File: src/rtl/memory_sequencer.sv
// Memory sequencer: single-word read/write and multi-word block copy against a
// word-addressed memory with a one-cycle read latency.
module memory_sequencer #(
    parameter logic [15:0] ADDR_MAX = 16'hFFFE
) (
    input  logic        CLK,
    input  logic        Reset,
    input  logic        Start,
    input  logic [1:0]  Op,
    input  logic [15:0] AddrA,
    input  logic [15:0] AddrB,
    input  logic [15:0] WData,
    input  logic [7:0]  Count,
    output logic [15:0] MemData,
    output logic [15:0] MemAddress,
    output logic        MemoryWrite,
    output logic        MemoryRead,
    input  logic [15:0] MemOutput,
    input  logic        MemOverflow,
    output logic        Busy,
    output logic        Done,
    output logic        Error,
    output logic [15:0] RData
);

    typedef enum logic [2:0] {
        StIdle, StRdAddr, StRdWait, StWr, StCpRd, StCpWait, StCpWr, StDone
    } state_e;

    state_e      state_q, state_d;
    logic [15:0] src_q, src_d;
    logic [15:0] dst_q, dst_d;
    logic [15:0] wdata_q, wdata_d;
    logic [7:0]  cnt_q, cnt_d;
    logic [15:0] rdata_q, rdata_d;
    logic        err_q, err_d;

    logic        bad_a, bad_b, bad_next;
    logic [16:0] src_nxt, dst_nxt;

    assign bad_a = AddrA[0] | (AddrA > ADDR_MAX);
    assign bad_b = AddrB[0] | (AddrB > ADDR_MAX);

    // Carry out of the 17-bit sum flags a wrap past the top of the address space.
    assign src_nxt  = {1'b0, src_q} + 17'd2;
    assign dst_nxt  = {1'b0, dst_q} + 17'd2;
    assign bad_next = src_nxt[16] | dst_nxt[16] |
                      (src_nxt[15:0] > ADDR_MAX) | (dst_nxt[15:0] > ADDR_MAX);

    always_ff @(posedge CLK) begin
        if (Reset) begin
            state_q <= StIdle;
            src_q   <= '0;
            dst_q   <= '0;
            wdata_q <= '0;
            cnt_q   <= '0;
            rdata_q <= '0;
            err_q   <= 1'b0;
        end else begin
            state_q <= state_d;
            src_q   <= src_d;
            dst_q   <= dst_d;
            wdata_q <= wdata_d;
            cnt_q   <= cnt_d;
            rdata_q <= rdata_d;
            err_q   <= err_d;
        end
    end

    always_comb begin
        state_d     = state_q;
        src_d       = src_q;
        dst_d       = dst_q;
        wdata_d     = wdata_q;
        cnt_d       = cnt_q;
        rdata_d     = rdata_q;
        err_d       = err_q;
        MemoryRead  = 1'b0;
        MemoryWrite = 1'b0;
        MemAddress  = '0;
        MemData     = '0;

        unique case (state_q)
            StIdle: begin
                if (Start) begin
                    src_d   = AddrA;
                    dst_d   = AddrB;
                    wdata_d = WData;
                    cnt_d   = Count;
                    err_d   = 1'b0;
                    unique case (Op)
                        2'b00: begin
                            err_d   = bad_a;
                            state_d = bad_a ? StDone : StRdAddr;
                        end
                        2'b01: begin
                            err_d   = bad_b;
                            state_d = bad_b ? StDone : StWr;
                        end
                        2'b10: begin
                            err_d = bad_a | bad_b;
                            if (bad_a | bad_b || Count == 8'd0) begin
                                state_d = StDone;
                            end else begin
                                state_d = StCpRd;
                            end
                        end
                        default: begin
                            err_d   = 1'b1;
                            state_d = StDone;
                        end
                    endcase
                end
            end
            StRdAddr: begin
                MemoryRead = 1'b1;
                MemAddress = src_q;
                state_d    = StRdWait;
            end
            StRdWait: begin
                MemoryRead = 1'b1;
                MemAddress = src_q;
                rdata_d    = MemOutput;
                if (MemOverflow) err_d = 1'b1;
                state_d    = StDone;
            end
            StWr: begin
                MemoryWrite = 1'b1;
                MemAddress  = dst_q;
                MemData     = wdata_q;
                if (MemOverflow) err_d = 1'b1;
                state_d     = StDone;
            end
            StCpRd: begin
                MemoryRead = 1'b1;
                MemAddress = src_q;
                state_d    = StCpWait;
            end
            StCpWait: begin
                MemoryRead = 1'b1;
                MemAddress = src_q;
                rdata_d    = MemOutput;
                if (MemOverflow) begin
                    err_d   = 1'b1;
                    state_d = StDone;
                end else begin
                    state_d = StCpWr;
                end
            end
            StCpWr: begin
                MemoryWrite = 1'b1;
                MemAddress  = dst_q;
                MemData     = rdata_q;
                src_d       = src_nxt[15:0];
                dst_d       = dst_nxt[15:0];
                cnt_d       = cnt_q - 8'd1;
                if (MemOverflow) begin
                    err_d   = 1'b1;
                    state_d = StDone;
                end else if (cnt_q == 8'd1) begin
                    state_d = StDone;
                end else if (bad_next) begin
                    err_d   = 1'b1;
                    state_d = StDone;
                end else begin
                    state_d = StCpRd;
                end
            end
            StDone: begin
                state_d = StIdle;
            end
            default: begin
                state_d = StIdle;
            end
        endcase
    end

    assign Busy  = (state_q != StIdle);
    assign Done  = (state_q == StDone);
    assign Error = err_q;
    assign RData = rdata_q;

endmodule

File: config.mk
export PLATFORM = sky130hd
export DESIGN_NAME = memory_sequencer
export DESIGN_NICKNAME = d
export VERILOG_FILES = /design/src/rtl/memory_sequencer.sv
export SDC_FILE = /design/constraint.sdc
export NUM_CORES = 1
export LEC_CHECK = 0
export ABC_AREA = 0
export CORE_MARGIN = 2
export CORE_UTILIZATION = 47
export DETAILED_ROUTE_END_ITERATION = 10
export GPL_ROUTABILITY_DRIVEN = 0
export PLACE_DENSITY = 0.79
export SYNTH_ARGS = -nofsm -noshare
export SYNTH_HDL_FRONTEND = slang
export SYNTH_SLANG_ARGS = --single-unit
File: constraint.sdc
create_clock -name CLK -period 5.1 [get_ports CLK]
set_clock_uncertainty 0.1 [all_clocks]
set_input_delay 0.51 -clock CLK [delete_from_list [all_inputs] [get_ports CLK]]
set_output_delay 0.51 -clock CLK [all_outputs]
set_load 0.02 [all_outputs]
---- After elaboration in Yosys (flattened, before gate mapping) ----
Cells that the tools add are included.
word-level totals
  flip-flop bits (word level) ............. 76
  input bits .............................. 78
  output and inout port bits .............. 53
  word-level logic and storage cells ...... 76
cells by class
  add/subtract/negate cells ............... 3
  order comparisons ....................... 4
  eq/ne operators ......................... 14
  muxes and demuxes ....................... 27
  bitwise logic cells ..................... 6
  reduce and logical (&&, ||, !) cells .... 15
operator list
  cell                     number
  $pmux W16 S2             4
  $gt A16 B16 Y1 const B   4
  $add A16 B2 Y17 const B  2
  $mux W16                 2
  $pmux W3 S7              1
  $pmux W8 S2              1
  $eq A3 B3 Y1 const B     4
  $mux W3                  3
  $pmux W3 S3              1
  $eq A8 B1 Y1 const B     1
  $logic_not A8 Y1         1
  $mux W1                  8
  $mux W2                  4
  $mux W8                  1
  $sub A8 B1 Y8 const B    1
  $eq A3 B2 Y1 const B     2
  $ne A3 B3 Y1 const B     2
  $or A1 B1 Y1             6
  $pmux W1 S3              2
  $reduce_bool A3 Y1       2
  $reduce_or A2 Y1         3
  $reduce_and A5 Y1        1
  $reduce_and A2 Y1        2
  $reduce_or A4 Y1         1
  10 further kinds         10

---- Depth between registers and ports, before layout ----
  depth in word-level cells ............... 8
  mapped depth ............................ 8
  depth with buffers taken out ............ 7

---- Least setup slack after synthesis ----
OpenSTA, ideal clock, no wires.
  path type ............................... reg-to-output
  from .................................... register state_q[2]
  to ...................................... output MemAddress[0]
  arrival time ............................ 1.853 ns
  data required time ...................... 4.490 ns
  path slack .............................. 2.637 ns
  stages on the path, launching flop included .. 7
  buffers on the path ..................... 3
  path through ............................ dfxtp_1 -> buf_6 -> or3_1 -> and2_1 -> clkbuf_1 -> clkbuf_1 -> a22o_1
on the way
  cells in the longest elaborated chain, start to end .. 3
  elaborated cells between the ends (all ways) .. 9
  those cells by class .................... eq/ne (6); mux (1); reduce/logical (2)
RTL lines
  what                                                                   RTL line  source
  start, declared                                                        30        state_e state_q, state_d;
  start signal, assigned                                                 52        state_q <= StIdle;
  start signal, assigned                                                 60        state_q <= state_d;
  $eq A3 B3 Y1 (tied with other cells)                                   83        unique case (state_q)
  $reduce_or A4 Y1 (no line) / $reduce_or A2 Y1 (equally long branches)  n/a
  $pmux W16 S2 *                                                         83
  end, declared                                                          15        output logic [15:0] MemAddress,
Mark *: on every way between the ends. The rest lies on a longest branch, timed or not.

---- Final worst setup path ----
  from .................................... register state_q[1]
  to ...................................... output MemAddress[3]
Same word-level chain as after synthesis.

==> metrics.md <==
| Metric | Value |
|---|---|
| FF+latch count, synth | `76` |
| Post-synthesis sequential area ratio | `between 30% and 40%` |
| Initial core utilization | `about half` |
| CTS resizes | `0` |
| Worst setup SP type | `flop` |
| Min cycle time layout | `3.92 ns` |
| Post-route DRC violation count | `0` |
| Syn_nets | `between 600 and 700` |
| Clk buf depth | `2` |
| CP Max Fanout | `17` |
| Pin count of the biggest net entering global routing | `50` |
| First-pass GRT wire length | `~23 mm` |
| TritonCTS buffer count | `9` |
| Fin nets | `between 700 and 800` |
| Final setup TNS | `0 ns` |
| Initial antenna violation count | `0` |
| CTS Root Cell | `clkbuf_8` |
| Vias per std cell | `6.10` |
| Pwr dens | `346 nW/µm²` |
| # diodes | `0` |
| Met1 wire length | `5.57 mm` |
| Skew-Pair Late Insertion Delay | `between 0.3 and 0.4 ns` |
| Final Max Tran Viols | `0` |
| Mapped Avg Cell Area | `7.82 µm²` |
| Commonest non-fill, non-tap cell in the layout | `clkdlybuf4s50_1` |
| Top_reg_cell synth | `dfxtp_1` |
| Total GRT Usage | `27.5%` |
| Port Buf Inserts | `130` |
| # setup viols final | `0` |
| Most frequent cells in the layout | `129 x clkdlybuf4s50_1, 103 x nand2_1, 76 x dfxtp_1` |
| Worst Path Buf+Inv | `1` |
| Outcome | `completed` |
| Highest metal used | `met4` |
| Overall routed net length | `14.2 mm` |
| Via count | `roughly 4900` |
| Die H | `102 µm` |
| Arrival time worst endpoint | `3.31 ns` |
| # IOs | `131` |
| Ys async rst share | `0%` |
| Final hold vios | `0` |
| RSZ-0062 raised after global routing | `no` |
| Die ar. | `10500 µm²` |
| Finished Core Util | `64.0%` |
| Row cnt | `35` |
| Initial DRC count | `244` |
| Worst min path class | `reg2reg` |
| H-tree depth | `3` |
| Crit. End Element | `output pin` |
| Max Freq | `255 MHz` |
| WL per Instance | `17.6 µm` |
| Yosys synthesis warning count | `0` |
| Detail Route Antenna Nets | `0` |
| Post-CTS Hold Fix Bufs | `0` |
| CP top delay family | `simple AND/OR/NAND/NOR gates` |
| CTS sink count | `76` |
| Post-synth EDFFs | `0` |
| Tightest Pin Transition | `~1.2 ns` |
| DR pass1 iterations | `8` |
| Max-cap violations | `0` |
| Synthesis-to-layout area growth | `31.1%` |
| Vias in the first global route | `4670` |
| Share of layout cells above drive strength 1 | `under 10%` |
| Final period utilization | `76.9%` |
| Clock slew at reported path FFs | `0.09 ns` |
| CP Cell Sequence | `nor2b_1, and2_1, nand2b_1, a22o_1, clkdlybuf4s50_1` |
| WL met2 | `6.48 mm` |
| Core Box Area | `around 9300 µm²` |
| P_leak | `2.04 nW` |
| Worst path slowest cell | `dfxtp_1` |
| Kind of critical path | `reg2out` |
| Post-Syn Area | `4550 µm²` |
| DP Wirelength | `9.98 mm` |
| Crit path required time | `4.49 ns` |
| Setup repair bufs after CTS | `0` |
| Gr ovfl total | `0` |
| Synth Instances | `between 500 and 600` |
| CTS tree | `done` |
| Chip width | `roughly 100 µm` |
| Slew Limit Headroom | `20.4%` |
| WL met3 | `roughly 1.7 mm` |
| Worst VDD drop | `0.162 mV` |
| Max stage delay on crit path | `0.67 ns` |
| Unique masters post-synth | `just over 80` |
## final timing paths
kind	from	endpoint	slack, ns	cells past startpoint
worst max-delay path	state_q[1]$_SDFFE_PP0P_	MemAddress[3]	1.18	5
worst min-delay path	wdata_q[5]$_SDFFE_PP0P_	wdata_q[5]$_SDFFE_PP0P_	0.36	2
worst max register to register	state_q[0]$_SDFFE_PP0P_	Error$_SDFFE_PP0P_	1.97	7
worst min register to register	wdata_q[5]$_SDFFE_PP0P_	wdata_q[5]$_SDFFE_PP0P_	0.36	2
## kinds of logic (layout without fill, tap and decap cells)
kind of cell | after synthesis | in the layout | synth area share (%)
compound gates | 185 | 185 | 28.6
simple gates | 252 | 252 | 28.5
mux | 3 | 3 | 0.687
fa+ha+maj | 4 | 4 | 1.10
xor+xnor | 3 | 3 | 0.577
buf+inv | 59 | 156 | 7.14
flops | 76 | 76 | 33.4
## cells in the mapped netlist, types with 7 or more instances
cell type	count	area, µm²
a2111oi_0	7	61.3
a211oi_1	8	60.1
a21oi_1	56	280
a22o_1	31	272
a311oi_1	8	70.1
a31oi_1	11	68.8
buf_2	21	105
clkbuf_1	18	67.6
dfxtp_1	76	1520
nand2_1	103	387
nand3_1	14	70.1
nor2_1	54	203
nor3_1	17	85.1
nor4_1	8	50.1
o21ai_0	18	90.1
## routing by layer
layer	vias to the layer above	global-route usage [%]
met2	292	44.0
met5	-	0
met3	42	8.82
met4	0	11.4
met1	2257	34.3
li1	2335	-
## cell type report
cell class	count	area, µm²
flip-flops and latches	76	1520
inverters	5	18.8
fillers	763	3360
clock buffers	9	124
multi-input cells	447	2710
well taps	129	161
repair buffers	135	1330
clock inverters	7	105
## state kept, by name, indices dropped and copies added, names as in the netlist
| name | count |
|---|---|
| state_q | 3 |
| dst_q | 16 |
| wdata_q | 16 |
| RData | 16 |
| src_q | 16 |
| cnt_q | 8 |
| Error | 1 |
## stage by stage
stage                     instance area, µm²  worst slack, ns  hold WS (ns)  std cells  total power, W
final                                   5970             1.18         0.364        808         0.00206
after global routing                    5970            0.989         0.386        808         0.00217
after CTS                               5970             1.17         0.365        808         0.00206
after detailed placement                5740             1.56         0.351        792         0.00152
after global placement                  5740             1.69         0.343        792         0.00150
after floorplan                         4550             2.64         0.337        582         0.00127
## worst reg2reg max path, stage by stage (launching register included)
cell and delay (ns):
dfxtp_1 0.60, and3b_1 0.41, buf_4 0.32, nor2_1 0.91, nand2_1 0.24, a31oi_1 0.26, nand3_1 0.11, o21ai_1 0.12
## report_power, final
group	switching, W	total, W	leakage (nW)	internal [W]
registers	0.000157	0.000841	0.623	0.000684
clock network	0.000265	0.000549	0.113	0.000284
logic	0.000366	0.000674	1.31	0.000308
No activity file was read; power rests on OpenSTA's default activity.
